**config.mk**
```make
export PLATFORM = sky130hd
export DESIGN_NAME = ysyx_22041071_axi_rd_arb
export DESIGN_NICKNAME = d
export VERILOG_FILES = /design/src/rtl/ysyx_22041071_axi_rd_arb.sv
export SDC_FILE = /design/constraint.sdc
export NUM_CORES = 1
export LEC_CHECK = 0
export ABC_AREA = 1
export BUFFER_PORTS_ARGS = -buffer_cell sky130_fd_sc_hd__buf_2
export CAP_MARGIN = 25
export CORE_AREA = 2 2 169 171
export DETAILED_ROUTE_END_ITERATION = 16
export DIE_AREA = 0 0 171 173
export PLACE_DENSITY = 0.51
export SLEW_MARGIN = 15
export SYNTH_ARGS = -nofsm -noshare
export SYNTH_HDL_FRONTEND = slang
export SYNTH_SLANG_ARGS = --single-unit
```
**constraint.sdc**
```tcl
create_clock -name clk -period 1.7 [get_ports clk]
set_input_delay 0.17 -clock clk [delete_from_list [all_inputs] [get_ports clk]]
set_output_delay 0.17 -clock clk [all_outputs]
set_load 0.01 [all_outputs]
```
**src/rtl/ysyx_22041071_axi_rd_arb.sv**
```systemverilog
// Round-robin arbiter sharing the AXI read master's CPU-side port between the
// instruction-fetch and load/store paths, routing returned beats back to the owner.
module ysyx_22041071_axi_rd_arb #(
  parameter int ADDR_W = 64,
  parameter int DATA_W = 64,
  parameter int LEN_W  = 8,
  parameter int ID_W   = 4
) (
  input  logic              clk,
  input  logic              reset_n,

  input  logic              if_req_valid,
  input  logic [ADDR_W-1:0] if_req_addr,
  input  logic [LEN_W-1:0]  if_req_len,
  input  logic [1:0]        if_req_size,
  output logic              if_req_ready,
  output logic              if_resp_valid,
  output logic [DATA_W-1:0] if_resp_data,
  output logic [1:0]        if_resp_resp,
  output logic              if_resp_last,

  input  logic              lsu_req_valid,
  input  logic [ADDR_W-1:0] lsu_req_addr,
  input  logic [LEN_W-1:0]  lsu_req_len,
  input  logic [1:0]        lsu_req_size,
  output logic              lsu_req_ready,
  output logic              lsu_resp_valid,
  output logic [DATA_W-1:0] lsu_resp_data,
  output logic [1:0]        lsu_resp_resp,
  output logic              lsu_resp_last,

  output logic              rd_valid,
  output logic [ID_W-1:0]   rd_id,
  output logic [ADDR_W-1:0] rd_addr,
  output logic [LEN_W-1:0]  rd_len,
  output logic [1:0]        rd_size,
  input  logic              rd_ready,
  input  logic              rd_r_valid,
  input  logic [DATA_W-1:0] rd_r_data,
  input  logic [1:0]        rd_r_resp,

  output logic              busy
);

  typedef enum logic [1:0] {
    S_IDLE  = 2'd0,
    S_ISSUE = 2'd1,
    S_DATA  = 2'd2
  } state_e;

  state_e             state_q, state_d;
  logic               owner_q;       // 0 = IF, 1 = LSU
  logic               last_grant_q;  // requester granted most recently
  logic [ADDR_W-1:0]  addr_q;
  logic [LEN_W-1:0]   len_q;
  logic [1:0]         size_q;
  logic [LEN_W-1:0]   beat_cnt_q;

  logic               grant_if;
  logic               grant_lsu;
  logic               last_beat;

  // On a tie the requester that did not win last time is favoured; the two
  // grants are mutually exclusive by construction.
  assign grant_if  = if_req_valid  & (~lsu_req_valid | last_grant_q);
  assign grant_lsu = lsu_req_valid & (~if_req_valid  | ~last_grant_q);
  assign last_beat = (beat_cnt_q == len_q);

  // NOTE: every signal driven here gets a default before the case statement,
  // so no path leaves a value held and no latch is inferred.
  always_comb begin
    state_d        = state_q;
    if_req_ready   = 1'b0;
    lsu_req_ready  = 1'b0;
    if_resp_valid  = 1'b0;
    if_resp_data   = '0;
    if_resp_resp   = 2'b00;
    if_resp_last   = 1'b0;
    lsu_resp_valid = 1'b0;
    lsu_resp_data  = '0;
    lsu_resp_resp  = 2'b00;
    lsu_resp_last  = 1'b0;
    rd_valid       = 1'b0;
    rd_id          = '0;
    rd_addr        = '0;
    rd_len         = '0;
    rd_size        = 2'b00;
    busy           = (state_q != S_IDLE);

    case (state_q)
      S_IDLE: begin
        if_req_ready  = grant_if;
        lsu_req_ready = grant_lsu;
        if (grant_if || grant_lsu) state_d = S_ISSUE;
      end

      S_ISSUE: begin
        rd_valid = 1'b1;
        rd_id    = ID_W'(owner_q);
        rd_addr  = addr_q;
        rd_len   = len_q;
        rd_size  = size_q;
        if (rd_ready) state_d = S_DATA;
      end

      S_DATA: begin
        // Beats are forwarded with zero latency; requesters cannot stall them.
        if (owner_q) begin
          lsu_resp_valid = rd_r_valid;
          lsu_resp_data  = rd_r_valid ? rd_r_data : '0;
          lsu_resp_resp  = rd_r_valid ? rd_r_resp : 2'b00;
          lsu_resp_last  = rd_r_valid & last_beat;
        end else begin
          if_resp_valid  = rd_r_valid;
          if_resp_data   = rd_r_valid ? rd_r_data : '0;
          if_resp_resp   = rd_r_valid ? rd_r_resp : 2'b00;
          if_resp_last   = rd_r_valid & last_beat;
        end
        if (rd_r_valid && last_beat) state_d = S_IDLE;
      end

      default: state_d = S_IDLE;
    endcase
  end

  // NOTE: state registers use non-blocking assignments so every flop samples
  // the pre-edge values regardless of statement order.
  always_ff @(posedge clk or negedge reset_n) begin
    if (!reset_n) begin
      state_q      <= S_IDLE;
      owner_q      <= 1'b0;
      last_grant_q <= 1'b1;
      addr_q       <= '0;
      len_q        <= '0;
      size_q       <= 2'b00;
      beat_cnt_q   <= '0;
    end else begin
      state_q <= state_d;
      case (state_q)
        S_IDLE: begin
          if (grant_if || grant_lsu) begin
            owner_q      <= grant_lsu;
            last_grant_q <= grant_lsu;
            addr_q       <= grant_lsu ? lsu_req_addr : if_req_addr;
            len_q        <= grant_lsu ? lsu_req_len  : if_req_len;
            size_q       <= grant_lsu ? lsu_req_size : if_req_size;
          end
        end
        S_ISSUE: begin
          if (rd_ready) beat_cnt_q <= '0;
        end
        S_DATA: begin
          if (rd_r_valid) beat_cnt_q <= beat_cnt_q + LEN_W'(1);
        end
        default: ;
      endcase
    end
  end

endmodule

```
==> results of run 1 <==
## power groups by stage
stage | clock, mW | sequential [mW] | combinational (mW)
6_report | 1.84 | 3.60 | 7.51
5_1_grt | 2.00 | 3.74 | 8.35
4_1_cts | 1.92 | 3.60 | 6.35
3_5_place_dp | 0 | 3.65 | 5.74
3_3_place_gp | 0 | 3.62 | 5.71
2_1_floorplan | 0 | 3.47 | 3.50
## Yosys cell counts
cell and instances:
nand2_1 179, nand2_2 2, nor3_1 2, clkbuf_1 17, buf_2 24, nor2_4 1
buf_4 5, a211oi_1 1, o21ai_1 4, inv_1 233, clkbuf_2 1, conb_1 1
o21ai_0 155, nand4_1 6, dfrtp_1 85, ha_1 1, inv_2 3, buf_1 2
nor2_1 215, buf_6 8, nor2_2 2, dfstp_2 1, nand3_1 7, xnor2_1 6
o21ai_2 1, a21oi_1 1
## cell usage in the layout, fill, tap and decap left out, types with 29 or more instances in the layout
cell type  count
nor2_1       131
o21ai_0      155
nor2_2        58
nor2_4        29
buf_6         34
nand2_1      178
buf_4         34
inv_1        232
buf_2        399
dfrtp_1       83
## flip-flops by register name (all words and copies together), names as in the netlist
signal	count
addr_q	64
last_grant_q	1
len_q	8
size_q	2
beat_cnt_q	8
state_q	2
owner_q	1
## worst max-delay path by stage
stage,start,to,cells past startpoint
2_1_floorplan,state_q[0]$_DFFE_PN0P_,if_resp_data[32],7
3_3_place_gp,state_q[0]$_DFFE_PN0P_,rd_addr[26],6
3_5_place_dp,last_grant_q$_DFFE_PN1P_,addr_q[49]$_DFFE_PN0P_,6
4_1_cts,state_q[1]$_DFFE_PN0P_,lsu_resp_valid,9
5_1_grt,state_q[1]$_DFFE_PN0P_,lsu_resp_data[44],8
6_report,state_q[1]$_DFFE_PN0P_,lsu_resp_data[31],8
## cell type report
cell class / instances / area (um^2) / share of cell area
Antenna cell: 8 / 20.0 / 0.00203
Clock buffer: 10 / 229 / 0.0232
Clock inverter: 5 / 36.3 / 0.00368
Inverter: 236 / 908 / 0.0921
Multi-Input combinational cell: 586 / 2870 / 0.291
Sequential cell: 86 / 2160 / 0.219
Tap cell: 378 / 473 / 0.0479
Timing Repair Buffer: 490 / 3170 / 0.321
Timing Repair inverter: 1 / 6.26 / 0.000634
## through the flow
stage | util | cells
floorplan | - | 965
global placement | 0.306 | 1740
detailed placement | 0.306 | 1740
CTS | 0.330 | 1777
global route | 0.357 | 1799
finish | 0.357 | 1800
## per-layer routing
layer	track usage	part of all wire
met4	0.0590	0.025
met5	0	0
met2	0.326	0.55
met1	0.182	0.37
met3	0.0284	0.056
## timing repair
action	CTS	global route
hold buffers	1	0
gates resized for setup	56	118
endpoints found under the hold margin	85	0
pin swaps	7	2
setup buffers	19	4
endpoints found under the setup margin	205	245
cloned	3	12
## kinds of logic after synthesis
| family | count (synthesis) | share of synthesized area |
|---|---|---|
| AO/OA/AOI/OAI | 162 | 0.140 |
| adder cells (fa/ha/maj) | 1 | 0.00214 |
| flip-flops | 86 | 0.368 |
| AND/OR/NAND/NOR | 414 | 0.273 |
| buffers and inverters | 293 | 0.207 |
| other | 1 | 0.000641 |
| XOR/XNOR | 6 | 0.00899 |
==> results.toml, run 1 <==
[timing]
fin_crit_ns = 1.92
fin_hold_ws_ns = 0.0416
drv_slew = 0
rsz0062_at_grt = "true"
tns_ns = -27.79
fin_ws_ns = -0.217
relSlewSlack = 0.664
setup_violations = 208
post-route-period-util = 1.13
skew_ns = 0.00975
worst_slew_pin_slew_ns = 0.504
hold_viol_final = 0
fmax_ghz = 0.522

[cells_and_area]
drive_gt1_frac = 0.426
syn2layout_area_growth_pct = 68.7
layout.cell_area.non_filler_mm2 = 0.00986
fillCellCount = 3064
final_nets = 1631

[critical_path]
critPathSlowestCell = "dfrtp_1"
r2r_cells = 5
path_max_fanout = 9
required_ns = 1.53
path_class = "flop to output port"
reg2reg_slack_ns = 0.06
crit_family = "simple AND/OR/NAND/NOR gates"
r2r-end = "addr_q[36]$_DFFE_PN0P_"
arrival_ns = 1.75
startpoint_type = "flop"
cp_slowest_stage_delay_ns = 0.39
cp_cell_sequence = "inv_2 > nor2_4 > nand2_4 > nor2_4 > inv_8 > clkbuf_16 > nor2_1 > buf_2"
critPathMostFrequentCell = "nor2_4"
worstSetupEndpointType = "output port"
worst-path-buf-inv = 4
r2r-start = "last_grant_q$_DFFE_PN1P_"

[hold_path]
min_to = "state_q[0]$_DFFE_PN0P_"
hold_start = "rd_ready"
hp-class = "primary input to flop"
hold_depth = 2

[pwr]
switchingPower_mw = 5.74
powerDensity_mw_per_mm2 = 1310
sequentialPowerShare = 0.278
combPwrFrac = 0.580
fin_total_pwr_mw = 12.9
leakage_nw = 6.00
swShare = 0.443
internal_power_mw = 7.20
clockPowerShare = 0.142
peakVddDrop_mv = 0.485

[place]
gp_congestion = 0.835
pre_cts_ws_ns = 0.140
dpl_cell_area_mm2 = 0.00845
io_buffers = 434
hpwl_um = 20500

[clocking]
cts-root-buf = "clkbuf_16"
clock_latency_ns = 0.34
cts_made_buffers = 9
clock_path_buffers = 2
cts.sinks = 86
cts_tree = "yes"
clk_pin_slew_ns = 0.07
h-tree-depth = 3

[global_route]
grt_first_pass_wirelength_um = 38200
grt_start_max_net_pins = 111
gr-usage-all-layers = 0.169
antenna_found_initial = 12
overflow = 0
grt_pass1_vias = 6742

[detailed_routing]
num_vias = 7372
totalWireLength_um = 27700
via_per_inst = 4.10
remaining_drc_errors = 0
avgRoutedWirePerCell_um = 15.4
drt_pre_antenna_iters = 4
ant_nets = 0
drtIter0Drc = 266

[logic_synthesis]
ys_warn_count = 0
synth_cell_types = 26
yosysSeqAreaShare = 0.368
synth.area.top_cells = "dfrtp_1 36%, inv_1 15%, nor2_1 14%"
synth_top_area_share = 0.364
syn_area_mm2 = 0.00585
ys_ff_latch = 86
syn_area_per_cell_um2 = 6.07
synthCells = 963
synth_top_area_cell = "dfrtp_1"

[run_status]
violations = "setup timing"
outcome = "finished with violations"

[floorplan]
die_area_mm2 = 0.0296
core_mm2 = 0.0276
die_h_um = 173
die_w_um = 171
start_util = 0.212
rows = 61
io_pins = 438

[job]
max_cap_viol_count = 0
Power figures use the tool's default switching activity.
==> inputs of run 2 (changes only) <==
Settings changed: TNS_END_PERCENT set to 5.
==> run 2 against run 1 <==
Effect of this change:
- the run still ends with setup timing left
- register-to-register slack improved by 0.03 ns
- first-iteration DRC count decreased by 8.3%
- highest routed layer unchanged
- cell count decreased by 1.4%
==> results.toml, run 2 (synthesized netlist as in run 1, its figures left out) <==
[timing]
skew_ns = 0.0121
fmax_ghz = 0.534
fin_crit_ns = 1.87
setup_violations = 142
relSlewSlack = 0.664
hold_viol_final = 0
worst_slew_pin_slew_ns = 0.505
drv_slew = 0
rsz0062_at_grt = "true"
post-route-period-util = 1.10
fin_ws_ns = -0.174

[pwr]
peakVddDrop_mv = 0.477
powerDensity_mw_per_mm2 = 1250
sequentialPowerShare = 0.320
switchingPower_mw = 5.02
internal_power_mw = 6.28
combPwrFrac = 0.518
swShare = 0.444
clockPowerShare = 0.162
leakage_nw = 5.75

[clocking]
cts.sinks = 86
h-tree-depth = 3
cts-root-buf = "clkbuf_16"
clk_pin_slew_ns = 0.06
cts_tree = "yes"
clock_latency_ns = 0.34
clock_path_buffers = 2
cts_made_buffers = 9

[critical_path]
arrival_ns = 1.70
path_max_fanout = 38
reg2reg_slack_ns = 0.09
r2r-end = "len_q[5]$_DFFE_PN0P_"
worstSetupEndpointType = "output port"
crit_path_end = "if_resp_data[46]"
required_ns = 1.53
crit_start = "state_q[1]$_DFFE_PN0P_"
r2r_cells = 5
r2r-start = "last_grant_q$_DFFE_PN1P_"
startpoint_type = "flop"
path_class = "flop to output port"

[run_status]
violations = "setup timing"
outcome = "finished with violations"

[detailed_routing]
drt_pre_antenna_iters = 4
num_vias = 7116
remaining_drc_errors = 0
totalWireLength_um = 25800
via_per_inst = 4.01
ant_nets = 0
avgRoutedWirePerCell_um = 14.5
drtIter0Drc = 244

[cells_and_area]
multi_input_area_mm2 = 0.00260
final_common_cell = "buf_2"
fillCellCount = 3162
syn2layout_area_growth_pct = 54.4
area.sequential_mm2 = 0.00216
top_regs = "addr_q: 64 flops, beat_cnt_q: 8 flops, len_q: 8 flops"
top_register = "addr_q"
largest_register_ffs = 64
layout.cell_area.non_filler_mm2 = 0.00903
final_nets = 1605
layout_common_cells = "430 x buf_2, 231 x inv_1, 188 x nor2_1, 175 x nand2_1, 149 x o21ai_0"
drive_gt1_frac = 0.378
fin_cells = 1775

[floorplan]
start_util = 0.212
die_h_um = 173
core_mm2 = 0.0276
rows = 61
die_w_um = 171
die_area_mm2 = 0.0296
io_pins = 438

[place]
dpl_cell_area_mm2 = 0.00845
place_inst = 1740
gp_congestion = 0.835
pre_cts_ws_ns = 0.140
hpwl_um = 20500
io_buffers = 434

[global_route]
gr-usage-all-layers = 0.165
grt_pass1_vias = 6617
antenna_found_initial = 12
overflow = 0
grt_first_pass_wirelength_um = 37300
grt_start_max_net_pins = 111

[hold_path]
hold_start = "rd_ready"
hp-class = "primary input to flop"

[job]
max_cap_viol_count = 0
-- run 2: worst min-delay path by stage --
| stage | to | slack [ns] | cells past startpoint |
|---|---|---|---|
| global route | state_q[0]$_DFFE_PN0P_ | 0.08 | 2 |
| detailed placement | addr_q[47]$_DFFE_PN0P_ | 0.25 | 2 |
| global placement | addr_q[50]$_DFFE_PN0P_ | 0.26 | 2 |
| finish | state_q[0]$_DFFE_PN0P_ | 0.05 | 2 |
| CTS | state_q[0]$_DFFE_PN0P_ | 0.03 | 2 |
| floorplan | addr_q[0]$_DFFE_PN0P_ | -0.13 | 0 |
-- run 2: worst max-delay path, cell delays in order (launching register included) --
cell	delay (ns)
dfrtp_1	0.40
inv_2	0.06
nor2_4	0.13
nand2_4	0.09
nor2_4	0.14
inv_4	0.07
buf_12	0.17
nor2_1	0.14
buf_2	0.16
-- run 2: per-layer routing --
layer,part of all wire,up-vias,global-route usage,wire length (um)
met5,0,-,0,0
met4,0.019,0,0.0561,485
met3,0.059,25,0.0282,1520
met2,0.55,256,0.320,14100
met1,0.38,3187,0.177,9700
li1,-,3648,-,-
-- run 2: through the flow --
step           power, mW  utilization  hold WS, ns  setup TNS, ns
6_report            11.3        0.327       0.0497         -14.23
4_1_cts             11.5        0.323       0.0321         -21.00
2_1_floorplan       6.97            -       -0.126              0
3_3_place_gp        9.34        0.306        0.258              0
3_5_place_dp        9.38        0.306        0.250              0
5_1_grt             12.4        0.327       0.0808         -41.22
-- run 2: layout make-up --
class	count	area share
repair buffers	465	0.289
multi-input cells	586	0.288
flip-flops and latches	86	0.239
inverters	236	0.0992
well taps	378	0.0524
clock buffers	10	0.0254
clock inverters	5	0.00402
diodes	9	0.00249
-- run 2: power by group through the flow --
stage                     clock network [mW]  registers [mW]  logic [mW]
final                                   1.83            3.61        5.86
after floorplan                            0            3.47        3.50
after detailed placement                   0            3.65        5.74
after global routing                    2.00            3.77        6.67
after global placement                     0            3.62        5.71
after CTS                               1.92            3.63        5.93
-- run 2: what timing repair did --
| action | in CTS | in global routing |
|---|---|---|
| hold endpoints to repair | 85 | 0 |
| cloned | 2 | 2 |
| setup buffers | 6 | 0 |
| pin swaps | 7 | 1 |
| resized for setup | 34 | 22 |
| setup endpoints to repair | 205 | 220 |
| hold buffers | 1 | 0 |
==> inputs of run 3 (changes only) <==
Settings changed: BUFFER_PORTS_ARGS -buffer_cell sky130_fd_sc_hd__buf_2 to not set, CORE_AREA 2 2 169 171 to 2 2 170 172, DIE_AREA 0 0 171 173 to 0 0 172 174, DONT_BUFFER_PORTS set to 1, PLACE_DENSITY 0.51 to 0.37.
==> run 3 against run 2 <==
Effect of this change:
- the run ends with hold timing, setup timing left
- combinational power fell by 5.6%
- cell area fell by 15%
- critical path depth did not move
- sequential cell count did not move
- largest power group unchanged
- global-route usage fell by 2.0 points
- fmax rose by 5.0%
- cell count fell by 21%
- register-to-register slack improved by 0.04 ns
- clock skew fell by 0.0021 ns
==> results.toml, run 3 (synthesized netlist as in run 1, its figures left out) <==
[run_status]
outcome = "finished with violations"
violations = "hold timing, setup timing"

[cells_and_area]
top_register = "addr_q"
largest_register_ffs = 64
final_common_cell = "inv_1"
syn2layout_area_growth_pct = 32.0
layout_common_cells = "231 x inv_1, 178 x nand2_1, 150 x o21ai_0, 121 x nor2_2, 83 x dfrtp_1"
top_regs = "addr_q: 64 flops, beat_cnt_q: 8 flops, len_q: 8 flops"
drive_gt1_frac = 0.264
final_nets = 1233
layout.cell_area.non_filler_mm2 = 0.00772

[critical_path]
startpoint_type = "flop"
cp_slowest_stage_delay_ns = 0.38
path_class = "flop to output port"
worstSetupEndpointType = "output port"
required_ns = 1.53
path_max_fanout = 8
critPathSlowestCell = "dfrtp_1"
cp_cell_sequence = "inv_2 > nor2_4 > nand2_4 > nor2_4 > inv_6 > buf_4 > nor2_1 > buf_4"
arrival_ns = 1.62

[timing]
tns_ns = -4.63
hold_viol_final = 86
drv_slew = 0
rsz0062_at_grt = "true"
fin_crit_ns = 1.79
skew_ns = 0.0100
post-route-period-util = 1.05
fin_ws_ns = -0.0851
setup_violations = 115
fmax_ghz = 0.560
fin_hold_ws_ns = -0.493

[clocking]
cts_made_buffers = 9
h-tree-depth = 3
clk_pin_slew_ns = 0.07
cts.sinks = 86
ctsHoldBuffers = 1
cts_tree = "yes"
clock_path_buffers = 2
clock_latency_ns = 0.35
cts-root-buf = "clkbuf_16"

[global_route]
overflow = 0
antenna_found_initial = 6
grt_first_pass_wirelength_um = 31800
gr-usage-all-layers = 0.145
grt_pass1_vias = 5265
grt_start_max_net_pins = 87

[pwr]
sequentialPowerShare = 0.322
internal_power_mw = 6.05
switchingPower_mw = 5.14
leakage_nw = 4.07
combPwrFrac = 0.494
swShare = 0.459
clockPowerShare = 0.184
fin_total_pwr_mw = 11.2
powerDensity_mw_per_mm2 = 1450
peakVddDrop_mv = 0.432

[detailed_routing]
totalWireLength_um = 23200
avgRoutedWirePerCell_um = 16.5
drtIter0Drc = 258
num_vias = 5760
remaining_drc_errors = 0
ant_nets = 0
via_per_inst = 4.11
drt_pre_antenna_iters = 5

[floorplan]
die_w_um = 172
die_area_mm2 = 0.0299
core_mm2 = 0.0282
die_h_um = 174
start_util = 0.207
rows = 62
io_pins = 438

[place]
gp_congestion = 0.742
pre_cts_ws_ns = 0.108
io_buffers = 0
hpwl_um = 17900
dpl_cell_area_mm2 = 0.00674

[job]
max_cap_viol_count = 0

[hold_path]
hp-class = "primary input to asynchronous set/reset pin"
## run 3: cell types whose count changed in the layout (fill, tap and decap cells not counted), moves of 4 or more
cell,delta
buf_2,-430
buf_4,+57
buf_6,+4
diode_2,-8
nor2_1,-117
nor2_2,+94
nor2_4,+23
## run 3: what timing repair did
action | in CTS | in global routing
endpoints found under the setup margin | 193 | 251
hold endpoints to repair | 87 | 86
pin swaps | 3 | 1
buffers inserted | 5 | 1
gates resized for setup | 68 | 122
cloned | 2 | 1
## run 3: worst paths after layout
check	from	endpoint	slack [ns]	depth (start not counted)
setup reg to reg	last_grant_q$_DFFE_PN1P_	len_q[7]$_DFFE_PN0P_	0.13	7
max in group asynchronous	reset_n	last_grant_q$_DFFE_PN1P_	1.96	0
hold / removal	reset_n	addr_q[49]$_DFFE_PN0P_	-0.49	0
min in group clk	rd_ready	state_q[1]$_DFFE_PN0P_	0.03	2
setup / recovery	state_q[1]$_DFFE_PN0P_	if_resp_data[51]	-0.09	8
hold reg to reg	addr_q[5]$_DFFE_PN0P_	addr_q[5]$_DFFE_PN0P_	0.48	2
## run 3: power groups by stage
stage                     Sequential, mW  Combinational, mW  Clock [mW]
after CTS                           3.61               5.28        2.14
after global routing                3.74               6.31        2.23
final                               3.60               5.53        2.05
after detailed placement            3.62               4.95           0
after floorplan                     3.47               3.50           0
after global placement              3.61               4.94           0
## run 3: area by class of cell
| type | instances | area, um^2 |
|---|---|---|
| clock inverter | 6 | 70.1 |
| inverter | 236 | 893 |
| multi-input combinational | 586 | 3010 |
| antenna | 1 | 2.50 |
| clock buffer | 10 | 229 |
| timing repair buffer | 93 | 877 |
| fill | 3194 | 20500 |
| sequential | 86 | 2160 |
| tap | 384 | 480 |
## run 3: per-stage QoR
| stage | utilization | instances |
|---|---|---|
| 2_1_floorplan | - | 965 |
| 3_3_place_gp | 0.239 | 1375 |
| 3_5_place_dp | 0.239 | 1375 |
| 4_1_cts | 0.261 | 1399 |
| 5_1_grt | 0.273 | 1401 |
| 6_report | 0.273 | 1402 |
## run 3: critical path: cells and delay by family, from the launching register on
family,cells,cell delay (ns)
AND/OR/NAND/NOR,4,0.43
buffers and inverters,4,0.44
flip-flops,1,0.38
## run 3: layer usage
metal  GRT usage  vias to the layer above  wire length, um
met5           0                        -                0
met4      0.0357                        0              354
met3      0.0246                       23             1190
met2       0.287                      260            12800
met1       0.156                     2578             8830
li1            -                     2899                -
